## src/rtl/tournament_chooser_table.sv

```systemverilog
// Tournament chooser PHT: 2-bit counters with a reset init sweep, registered lookup and
// a 2-stage read-modify-write update path. Define CHOOSER_STATS_EN to add stat counters.
module tournament_chooser_table #(
    parameter int unsigned IDX_W    = 7,
    parameter logic [1:0]  INIT_VAL = 2'b01
) (
    input  logic             clk,
    input  logic             rst,
    output logic             ready,
    input  logic             lk_valid,
    input  logic [31:0]      lk_pc,
    input  logic [IDX_W-1:0] lk_ghr,
    output logic             lk_resp_valid,
    output logic [1:0]       lk_state,
    output logic             lk_use_b,
`ifdef CHOOSER_STATS_EN
    output logic [31:0]      stat_updates,
    output logic [31:0]      stat_flips,
`endif
    input  logic             upd_valid,
    input  logic [31:0]      upd_pc,
    input  logic [IDX_W-1:0] upd_ghr,
    input  logic             upd_a_correct,
    input  logic             upd_b_correct
);

    localparam int unsigned      DEPTH   = 1 << IDX_W;
    localparam logic [IDX_W-1:0] PTR_ONE = 1;

    typedef enum logic {StInit, StReady} state_e;

    state_e           state_q;
    logic [IDX_W-1:0] ptr_q;
    logic [1:0]       mem [DEPTH];

    logic [IDX_W-1:0] lk_idx, upd_idx;
    logic             lk_acc, upd_acc;
    logic [1:0]       lk_rd;

    logic             u1_valid_q, u1_a_q, u1_b_q;
    logic [IDX_W-1:0] u1_idx_q;
    logic [1:0]       u1_cur;

    logic             u2_valid_q, u2_a_q, u2_b_q;
    logic [IDX_W-1:0] u2_idx_q;
    logic [1:0]       u2_cur_q, u2_new;
    logic             u2_we;

    // Only the hashed PC bits take part in indexing.
    logic unused_pc;
    assign unused_pc = ^{lk_pc[31:IDX_W+2], lk_pc[1:0], upd_pc[31:IDX_W+2], upd_pc[1:0]};

    assign lk_idx   = lk_pc[IDX_W+1:2] ^ lk_ghr;
    assign upd_idx  = upd_pc[IDX_W+1:2] ^ upd_ghr;
    assign lk_acc   = lk_valid & ready;
    assign upd_acc  = upd_valid & ready;
    assign lk_use_b = lk_state[1];

    always_comb begin
        u2_new = u2_cur_q;
        if (u2_a_q && !u2_b_q) begin
            if (u2_cur_q != 2'b00) u2_new = u2_cur_q - 2'd1;
        end else if (!u2_a_q && u2_b_q) begin
            if (u2_cur_q != 2'b11) u2_new = u2_cur_q + 2'd1;
        end
    end

    assign u2_we = u2_valid_q & (u2_a_q ^ u2_b_q);

    // Write-first forwarding of the committing U2 value to both readers.
    assign u1_cur = (u2_we && (u2_idx_q == u1_idx_q)) ? u2_new : mem[u1_idx_q];
    assign lk_rd  = (u2_we && (u2_idx_q == lk_idx))   ? u2_new : mem[lk_idx];

    always_ff @(posedge clk or posedge rst) begin
        if (rst) begin
            state_q       <= StInit;
            ptr_q         <= '0;
            ready         <= 1'b0;
            lk_resp_valid <= 1'b0;
            lk_state      <= 2'b00;
            u1_valid_q    <= 1'b0;
            u1_idx_q      <= '0;
            u1_a_q        <= 1'b0;
            u1_b_q        <= 1'b0;
            u2_valid_q    <= 1'b0;
            u2_idx_q      <= '0;
            u2_cur_q      <= 2'b00;
            u2_a_q        <= 1'b0;
            u2_b_q        <= 1'b0;
        end else begin
            case (state_q)
                StInit: begin
                    ptr_q <= ptr_q + PTR_ONE;
                    if (ptr_q == {IDX_W{1'b1}}) begin
                        state_q <= StReady;
                        ready   <= 1'b1;
                    end
                end
                StReady: state_q <= StReady;
            endcase

            lk_resp_valid <= lk_acc;
            if (lk_acc) lk_state <= lk_rd;

            u1_valid_q <= upd_acc;
            if (upd_acc) begin
                u1_idx_q <= upd_idx;
                u1_a_q   <= upd_a_correct;
                u1_b_q   <= upd_b_correct;
            end

            u2_valid_q <= u1_valid_q;
            if (u1_valid_q) begin
                u2_idx_q <= u1_idx_q;
                u2_cur_q <= u1_cur;
                u2_a_q   <= u1_a_q;
                u2_b_q   <= u1_b_q;
            end
        end
    end

    // Array has no reset; the sweep owns the write port until ready.
    always_ff @(posedge clk) begin
        if (state_q == StInit) begin
            mem[ptr_q] <= INIT_VAL;
        end else if (u2_we) begin
            mem[u2_idx_q] <= u2_new;
        end
    end

`ifdef CHOOSER_STATS_EN
    always_ff @(posedge clk or posedge rst) begin
        if (rst) begin
            stat_updates <= 32'd0;
            stat_flips   <= 32'd0;
        end else begin
            if (upd_acc && (stat_updates != 32'hFFFF_FFFF)) stat_updates <= stat_updates + 32'd1;
            if (u2_we && (u2_new[1] != u2_cur_q[1]) && (stat_flips != 32'hFFFF_FFFF)) begin
                stat_flips <= stat_flips + 32'd1;
            end
        end
    end
`endif

endmodule
```

## config.mk

```make
export PLATFORM = sky130hd
export DESIGN_NAME = tournament_chooser_table
export DESIGN_NICKNAME = d
export VERILOG_FILES = /design/src/rtl/tournament_chooser_table.sv
export SDC_FILE = /design/constraint.sdc
export NUM_CORES = 1
export LEC_CHECK = 0
export ABC_AREA = 1
export CORE_UTILIZATION = 41
export CTS_CLUSTER_SIZE = 25
export DETAILED_ROUTE_END_ITERATION = 7
export HOLD_SLACK_MARGIN = 0.03
export PLACE_DENSITY = 0.64
export SLEW_MARGIN = 20
export SYNTH_ARGS = -nofsm -noshare
export SYNTH_HDL_FRONTEND = slang
export SYNTH_SLANG_ARGS = --single-unit
```

## constraint.sdc

```tcl
create_clock -name clk -period 11.23 [get_ports clk]
set_clock_uncertainty 0.1 [all_clocks]
set_input_delay 2.246 -clock clk [delete_from_list [all_inputs] [get_ports clk]]
set_output_delay 2.246 -clock clk [all_outputs]
set_load 0.05 [all_outputs]
```

==> run summary, run 1 <==
count of cells along the worst register-to-register path: 11
startpoint of the worst hold path: u1_b_q
Slew Limit Fails: 0
P_leak: 0.007343 µW
count of inserted antenna diode cells: 0
Tmin final: 5.470 ns
cell count after placement: 2407
part of the power in combinational logic: 0.069
number of setup violations in the final report: 0
Data required, critical path: 11.53 ns
switching component of the power: 547.1 µW
Storage cell area: 0.008543 mm²
cell taking the most area after synthesis: sky130_fd_sc_hd__edfxtp_1
wire length reported by the detailed router: 46820 µm
total DRC errors in the routed layout: 0
Fmax: 182.8 MHz
r2r setup slk: 7.48 ns
worst-case clock buffer depth: 3
maximum fanout along the worst path: 64
number of antenna violations at the first check in global routing: 1
share of synthesized registers carrying an async set or reset: 0.1172
Top FF cell, synth: sky130_fd_sc_hd__edfxtp_1
sequential power share: 0.480
Placed Area: 0.01673 mm²
vias in the first global route: 12.81k
all-layer global routing usage: 0.2359
final worst setup slack: 5.760 ns
Horiz. Die Dim: 199.9 µm
share of cells above drive strength 1: 0.06057
global-route wire length before repair: 71100 µm
critical path arrival: 5.77 ns
initial core utilization: 0.4153
cell area power density: 135.3 mW/mm²
sequential fraction of the synthesis area: 0.5320
I/O Pins: 89
mean instance size in the synthesized netlist: 8.235 µm²
final layout net count: 2012
pre-CTS setup slack: 5.318 ns
Area Growth Syn to Fin: 11.06%
Placer Congestion: 0.8883
clock network latency to the later pin of the worst-skew pair: 0.52 ns
destination of the worst register-to-register timing path: mem[65][0]
Hold Path Class: register to register
minimum hold slack: 0.3950 ns
multi-input combinational cell area: 0.005984 mm²
number of stages on the worst hold path: 2
share of the synthesized area in the top cell type: 0.4790
Resized Gates After CTS: 0
R2R Path Start: u2_a_q
vias per std cell: 5.505
# hold bufs at CTS: 0
register bit count reported by yosys: 290
area of the core: 0.03865 mm²
sink of the worst hold path: u1_b_q
Int Pwr: 1865 µW
Post-synth EDFFs: 256
Least-Margin Pin Slew: 1.123 ns
largest cells by area after synthesis: sky130_fd_sc_hd__edfxtp_1 48%, sky130_fd_sc_hd__nand3_1 11%, sky130_fd_sc_hd__nand2_1 9.2%
finished layout cell area: 0.01782 mm²
fill count: 3680
largest voltage drop on the vdd net: 81.06 µV
number of buffers created by CTS: 34
number of distinct library cell variants in the gate-level netlist after synthesis: 36
most numerous cell in the Yosys netlist: sky130_fd_sc_hd__nand2_1
post-route clock period utilization: 0.4871
unrepaired setup endpoints after global routing: false
maxcap violations: 0
Die ar.: 0.03994 mm²
final hold violations: 0
buffers added on ports: 38
Post-CTS Setup Bufs: 0
switching part of the total: 0.2268
Clock Power Share: 0.451
CTS sink count: 290
Mapped Area: 0.01605 mm²
post-synth net total: 2036
status: complete, no violations
TritonCTS clock tree: yes
Antenna Violating Nets Remaining: 0
library cell used as clock root buffer: sky130_fd_sc_hd__clkbuf_16
Worst Setup Start Kind: primary input
Vert. Die Dim: 199.9 µm
largest net degree at the start of global routing: 109
clock-pin transition on the worst setup and hold timing paths: 0.06 ns
Final Instance Count excl. Fillers: 2466
CP Capture Type: register
iteration-0 DRC count of the detailed router: 1290
grt ovf: 0
type of the worst setup path: primary input to register
maximum level of the CTS H-tree: 2
total of warnings raised by yosys: 0
placed wire-length estimate: 27650 µm
number of rows in the core area: 72
relative slew slack: 0.2492
final total negative setup slack: 0 ns
top cells by count, synth: 393 x sky130_fd_sc_hd__nand2_1, 359 x sky130_fd_sc_hd__nand3_1, 264 x sky130_fd_sc_hd__inv_1, 256 x sky130_fd_sc_hd__edfxtp_1, 157 x sky130_fd_sc_hd__o21ai_0
Vias: 13.58k
routed wirelength normalized by instance count: 18.99 µm
cell count after synthesis: 1949
Pre-Repair DR Iteration Count: 5
==> state kept, by name, indices dropped and copies added, names as in the netlist <==
| name | count |
|---|---|
| lk_resp_valid | 1 |
| lk_state | 2 |
| mem | 256 |
| ptr_q | 7 |
| ready | 1 |
| state_q | 1 |
| u1_a_q | 1 |
| u1_b_q | 1 |
| u1_idx_q | 7 |
| u1_valid_q | 1 |
| u2_a_q | 1 |
| u2_b_q | 1 |
| u2_cur_q | 2 |
| u2_idx_q | 7 |
| u2_valid_q | 1 |
==> kinds of logic after synthesis <==
logic type	count (synthesis)	synth area share
xor gates and xnor gates	19	0.01247
buffers and inverters	392	0.09784
and+or+nand+nor	947	0.2584
DFF	290	0.5320
AOI/OAI and AO/OA	298	0.09698
adders and majority gates	3	0.002339
==> metrics by stage <==
stage	power, µW	util
floorplan	1282	-
global placement	1340	0.4328
detailed placement	1342	0.4328
CTS	2420	0.4611
global route	2472	0.4612
finish	2412	0.4612
==> worst max-delay path by stage <==
stage	from	cells past startpoint	endpoint	slack, ns
2_1_floorplan	u2_a_q	8	mem[0][1]	6.14
3_3_place_gp	lk_pc[2]	13	lk_state[1]	5.33
3_5_place_dp	lk_ghr[0]	13	lk_state[1]	5.32
4_1_cts	lk_ghr[0]	13	lk_state[1]	5.85
5_1_grt	lk_pc[2]	14	lk_state[1]	5.57
6_report	lk_ghr[0]	13	lk_state[1]	5.76
==> cell type report <==
class                   instances  share of cell area
flip-flops and latches        290              0.4793
clock buffers                  47             0.05510
well taps                     518             0.03636
repair buffers                 57             0.02934
inverters                     275             0.05791
clock inverters                12            0.006247
multi-input cells            1267              0.3357
==> cells in the final DEF, fill, tap and decap left out, drive strengths merged <==
master and instances:
nand4 7, clkbuf 47, edfxtp 256, ha 3
a2111oi 1, buf 19, o211ai 6, inv 273
nand2 403, o21ai 166, clkdlybuf4s50 38, a21oi 123
o21bai 1, nor3 6, nor2 163, clkinv 12
dfrtp 34, nand3 362, xnor2 13, bufinv 2
a22oi 1, xor2 6, nor4 3, nand3b 3
==> power groups by stage <==
stage               clock network [µW]  logic (µW)  registers [µW]
finish                            1090         166            1160
detailed placement                   0         162            1180
global route                      1140         178            1160
global placement                     0         161            1180
CTS                               1100         163            1160
floorplan                            0         102            1180
==> metal layers <==
metal,vias up,global-route usage,share of wire
li1,6433,-,-
met1,6400,0.3079,0.41
met2,627,0.3850,0.46
met3,113,0.04721,0.094
met4,2,0.09302,0.033
met5,-,0,0.00019
==> critical path, stage by stage <==
cell,delay (ns)
sky130_fd_sc_hd__clkdlybuf4s50_1,0.53
sky130_fd_sc_hd__nand2_1,0.43
sky130_fd_sc_hd__nand2_4,0.65
sky130_fd_sc_hd__buf_4,0.71
sky130_fd_sc_hd__nand2_1,0.10
sky130_fd_sc_hd__nand3_1,0.11
sky130_fd_sc_hd__nand3_1,0.09
sky130_fd_sc_hd__nand3_1,0.13
sky130_fd_sc_hd__nand3_1,0.16
sky130_fd_sc_hd__nand3_1,0.20
sky130_fd_sc_hd__nand3_1,0.14
sky130_fd_sc_hd__nand3_1,0.14
sky130_fd_sc_hd__a21oi_1,0.07
Power figures use the tool's default switching activity.
==> run 2, diff against run 1 <==
--- a/config.mk
+++ b/config.mk
@@ -10,7 +10,7 @@
 export CTS_CLUSTER_SIZE = 25
 export DETAILED_ROUTE_END_ITERATION = 7
 export HOLD_SLACK_MARGIN = 0.03
-export PLACE_DENSITY = 0.64
+export PLACE_DENSITY = 0.66
 export SLEW_MARGIN = 20
 export SYNTH_ARGS = -nofsm -noshare
 export SYNTH_HDL_FRONTEND = slang
==> constraint.sdc (replaced) <==
create_clock -name clk -period 5 [get_ports clk]
set_clock_uncertainty 0.1 [all_clocks]
set_input_delay 1 -clock clk [delete_from_list [all_inputs] [get_ports clk]]
set_output_delay 1 -clock clk [all_outputs]
set_load 0.05 [all_outputs]
==> run summary, run 2 (synthesis gave the netlist of run 1 again) <==
final total negative setup slack: 0 ns
Vert. Die Dim: 199.9 µm
Post-Route M1 WL: 18790 µm
number of setup violations in the final report: 0
number of antenna violations at the first check in global routing: 1
Least-Margin Pin Slew: 1.233 ns
R2R Path Start: u2_a_q
Tmin final: 3.671 ns
clock-pin transition on the worst setup and hold timing paths: 0.06 ns
P_leak: 0.007376 µW
highest routed metal layer: met5
Slew Limit Fails: 0
flip-flop count of the largest register after layout: 256
total met3 wirelength after detailed routing: 4726 µm
cell area power density: 296.9 mW/mm²
Placed Area: 0.01685 mm²
wire length reported by the detailed router: 47240 µm
placed wire-length estimate: 28690 µm
vias in the first global route: 12.96k
critical path arrival: 3.76 ns
cell count after placement: 2418
routed wirelength normalized by instance count: 19.09 µm
Vias: 13.66k
Hold Path Class: register to register
iteration-0 DRC count of the detailed router: 1745
final layout net count: 2023
Horiz. Die Dim: 199.9 µm
count of inserted antenna diode cells: 0
number of buffers created by CTS: 34
Final Instance Count excl. Fillers: 2474
Data required, critical path: 5.09 ns
relative slew slack: 0.1771
post-route clock period utilization: 0.7342
number of stages on the worst hold path: 2
Most flops, register: mem
share of cells above drive strength 1: 0.06493
largest net degree at the start of global routing: 155
destination of the worst register-to-register timing path: mem[52][0]
maximum level of the CTS H-tree: 2
final worst setup slack: 1.329 ns
Post-CTS Setup Bufs: 0
number of rows in the core area: 72
grt ovf: 0
maximum fanout along the worst path: 15
area of the core: 0.03865 mm²
buffers added on ports: 38
r2r setup slk: 1.33 ns
all-layer global routing usage: 0.2414
most frequent cells in the layout: 391 x sky130_fd_sc_hd__nand2_1, 359 x sky130_fd_sc_hd__nand3_1, 262 x sky130_fd_sc_hd__inv_1
Worst Setup Start Kind: register
global-route wire length before repair: 72740 µm
worst setup path startpoint: u2_a_q
pre-CTS setup slack: 1.011 ns
Placer Congestion: 0.9607
maxcap violations: 0
I/O Pins: 89
TritonCTS clock tree: yes
CTS sink count: 290
clock network latency to the later pin of the worst-skew pair: 0.52 ns
Fmax: 272.4 MHz
initial core utilization: 0.4153
status: complete, no violations
most common library cell in the layout ignoring fill and taps: sky130_fd_sc_hd__nand2_1
endpoint of the most critical setup path: mem[52][0]
Area Growth Syn to Fin: 11.44%
Die ar.: 0.03994 mm²
worst-case clock buffer depth: 3
# hold bufs at CTS: 0
library cell used as clock root buffer: sky130_fd_sc_hd__clkbuf_16
type of the worst setup path: register to register
finished layout cell area: 0.01789 mm²
Resized Gates After CTS: 0
vias per std cell: 5.520
final hold violations: 0
Antenna Violating Nets Remaining: 0
unrepaired setup endpoints after global routing: false
largest voltage drop on the vdd net: 227.9 µV
total met2 wirelength after detailed routing: 21900 µm
count of cells along the worst register-to-register path: 11
Pre-Repair DR Iteration Count: 5
CP Capture Type: register
total DRC errors in the routed layout: 0
## run 2: how the worst min path moves through the flow
stage               startpoint    endpoint  slack (ns)
global placement        u1_b_q      u1_b_q        0.37
CTS                     u1_b_q      u1_b_q        0.39
global route            u1_b_q      u1_b_q        0.42
detailed placement      u1_b_q      u1_b_q        0.37
floorplan           u1_valid_q  u2_valid_q        0.25
finish                  u1_b_q      u1_b_q        0.39
## run 2: layout make-up
type / instances / area (µm²)
timing repair buffer: 68 / 643.1
sequential: 290 / 8543
fill: 3656 / 20760
tap: 518 / 648.1
clock buffer: 44 / 982.2
inverter: 275 / 1032
clock inverter: 12 / 57.56
multi-input combinational: 1267 / 5979
## run 2: power by group
group          total (µW)  leakage, µW  switching, µW  internal (µW)
Combinational         386      0.00431            260            126
Sequential           2600      0.00256              0           2600
Clock                2320     0.000508            950           1370
## run 2: stage by stage
stage               hold slack [ns]    util  power (µW)
CTS                          0.3897  0.4628        5328
finish                       0.3884  0.4628        5310
global route                 0.4239  0.4628        5452
detailed placement           0.3702  0.4359        3023
global placement             0.3722  0.4359        3021
floorplan                    0.2519       -        2879
## run 2: metal layers
metal,vias up,track usage
met1,6377,0.3166
met4,2,0.09500
li1,6454,-
met3,135,0.04385
met2,689,0.3958
met5,-,0
## run 2: critical path, cell delays in order, from the launching register on
cell	delay, ns
sky130_fd_sc_hd__dfrtp_1	0.36
sky130_fd_sc_hd__inv_1	0.06
sky130_fd_sc_hd__ha_1	0.29
sky130_fd_sc_hd__nor2_2	0.20
sky130_fd_sc_hd__inv_1	0.14
sky130_fd_sc_hd__nor2_4	0.16
sky130_fd_sc_hd__inv_2	0.19
sky130_fd_sc_hd__o21ai_2	0.36
sky130_fd_sc_hd__inv_2	0.12
sky130_fd_sc_hd__nor3_2	0.17
sky130_fd_sc_hd__nand2_1	0.74
sky130_fd_sc_hd__nor2_1	0.44
==> RTL edit (settings of run 2) <==
Set the parameter `IDX_W` to 5 (it was 7).
--- a/src/rtl/tournament_chooser_table.sv
+++ b/src/rtl/tournament_chooser_table.sv
@@ -2,5 +2,5 @@
 // a 2-stage read-modify-write update path. Define CHOOSER_STATS_EN to add stat counters.
 module tournament_chooser_table #(
-    parameter int unsigned IDX_W    = 7,
+    parameter int unsigned IDX_W    = 5,
     parameter logic [1:0]  INIT_VAL = 2'b01
 ) (
Ports: changed (resized lk_ghr and upd_ghr); port bits go from 89 to 85. No check against the original RTL was run, so the function may have changed too.
==> RTL edit against run 2 <==
Sequential cell count fell by 198; cell area fell by 68%; total power down 63%; hold slack improved by 0.0097 ns; setup slack improved by 0.26 ns; routed wire length decreased by 73%; critical path depth unchanged; fmax up 7.7%; sequential share of layout area is 2.0 points lower; synthesized area down 69%.
==> RTL edit: results (changes against run 2) <==
Status = completed
Worst R2R End = u2_cur_q[1]
Post-synthesis adder-cell area fraction = 0.993% (+0.76 points)
Max FO, Critical Path = 31 (+16)
Synth Area in Compound Gates = 10.0% (+0.33 points)
Worst skew pair latency = 0.34 ns (-0.18 ns)
First-pass GRT wire length = 20.9 mm (-71%)
Post-Syn Nets = 697 (-66%)
Clock Path Buffers = 2 (-1)
Post-synth EDFFs = 64 (-75%)
Max reg flops = 64 (-75%)
Crit path DAT = 3.58 ns (-0.18 ns)
R2R Setup Slk = 2.06 ns (+0.73 ns)
Xor and xnor area share after synthesis = 2.90% (+1.7 points)
Port bufs = 30 (-21%)
Setup crit start = lk_ghr[0]
Synth area leaders = edfxtp_1, dfrtp_1, nand3_1
Normalized max-slew margin = 23.2% (+5.5 points)
Vias per cell = 5.49 (-0.50%)
Initial antenna violation count = 0 (-1)
Max rail drop VDD = 0.000150 V (-34%)
Placer congestion estimate = 0.911 (-5.2%)
WL final = 12.8 mm (-73%)
Initial DRC count = 482 (-72%)
Lkg Pwr = 2.47 nW (-67%)
Critical R2R Launch = u1_idx_q[1]
Layout cell share with drive strength beyond 1 = 5.01% (-1.5 points)
CP Capture Point = lk_state[1]
Fill cells = 1158 (-68%)
Vias in the first global route = 4144 (-68%)
Int Pwr = 0.00138 W (-66%)
Post-synthesis sequential area ratio = 52.0% (-1.2 points)
Largest net degree at the start of global routing = 54 (-65%)
[RTL edit: changes by cell type after synthesis, moves of 87 or more]
cell,run 2,this run
inv_1,264,97
a21oi_1,123,36
nand3_1,359,103
edfxtp_1,256,64
nand2_1,393,114
nor2_1,153,58
o21ai_0,157,46
[RTL edit: final cells by class]
type                       count  area [sq um]  share of cell area [%]
inverter                     100           375                    6.55
timing repair buffer          34           330                    5.76
tap                          147           184                    3.21
clock buffer                  13           285                    4.97
sequential                    92          2620                    45.7
multi-input combinational    397          1920                    33.5
clock inverter                 3          16.3                   0.284
[RTL edit: per-stage QoR]
step | setup WS (ns) | instance area (sq um) | util [%] | std cells
finish | 1.59 | 5730 | 47.7 | 786
detailed placement | 1.30 | 5430 | 45.2 | 770
global route | 1.37 | 5730 | 47.7 | 786
floorplan | 2.69 | 5040 | - | 613
CTS | 1.64 | 5730 | 47.7 | 786
global placement | 1.37 | 5430 | 45.2 | 770
[RTL edit: cells by family after synthesis]
logic type                 count (synthesis)
AOI/OAI and AO/OA                         96
xor gates and xnor gates                  15
adders and majority gates                  4
buffers and inverters                    124
DFF                                       92
and+or+nand+nor                          282
[RTL edit: power by group through the flow]
stage | combinational, W | clock (W) | sequential, W
final | 0.000373 | 0.000678 | 0.000892
after global routing | 0.000412 | 0.000715 | 0.000895
after CTS | 0.000372 | 0.000686 | 0.000891
after detailed placement | 0.000369 | 0 | 0.000907
after global placement | 0.000362 | 0 | 0.000905
after floorplan | 0.000251 | 0 | 0.000901
[RTL edit: per-layer routing]
metal  share of wire (%)  wire length, um  vias up  GRT usage (%)
li1                    -                -     2054              -
met1                  40             5190     2019           27.0
met2                  48             6120      214           35.1
met3                 9.0             1160       30           4.39
met4                 2.8              356        0           9.21
met5                   0                0        -              0
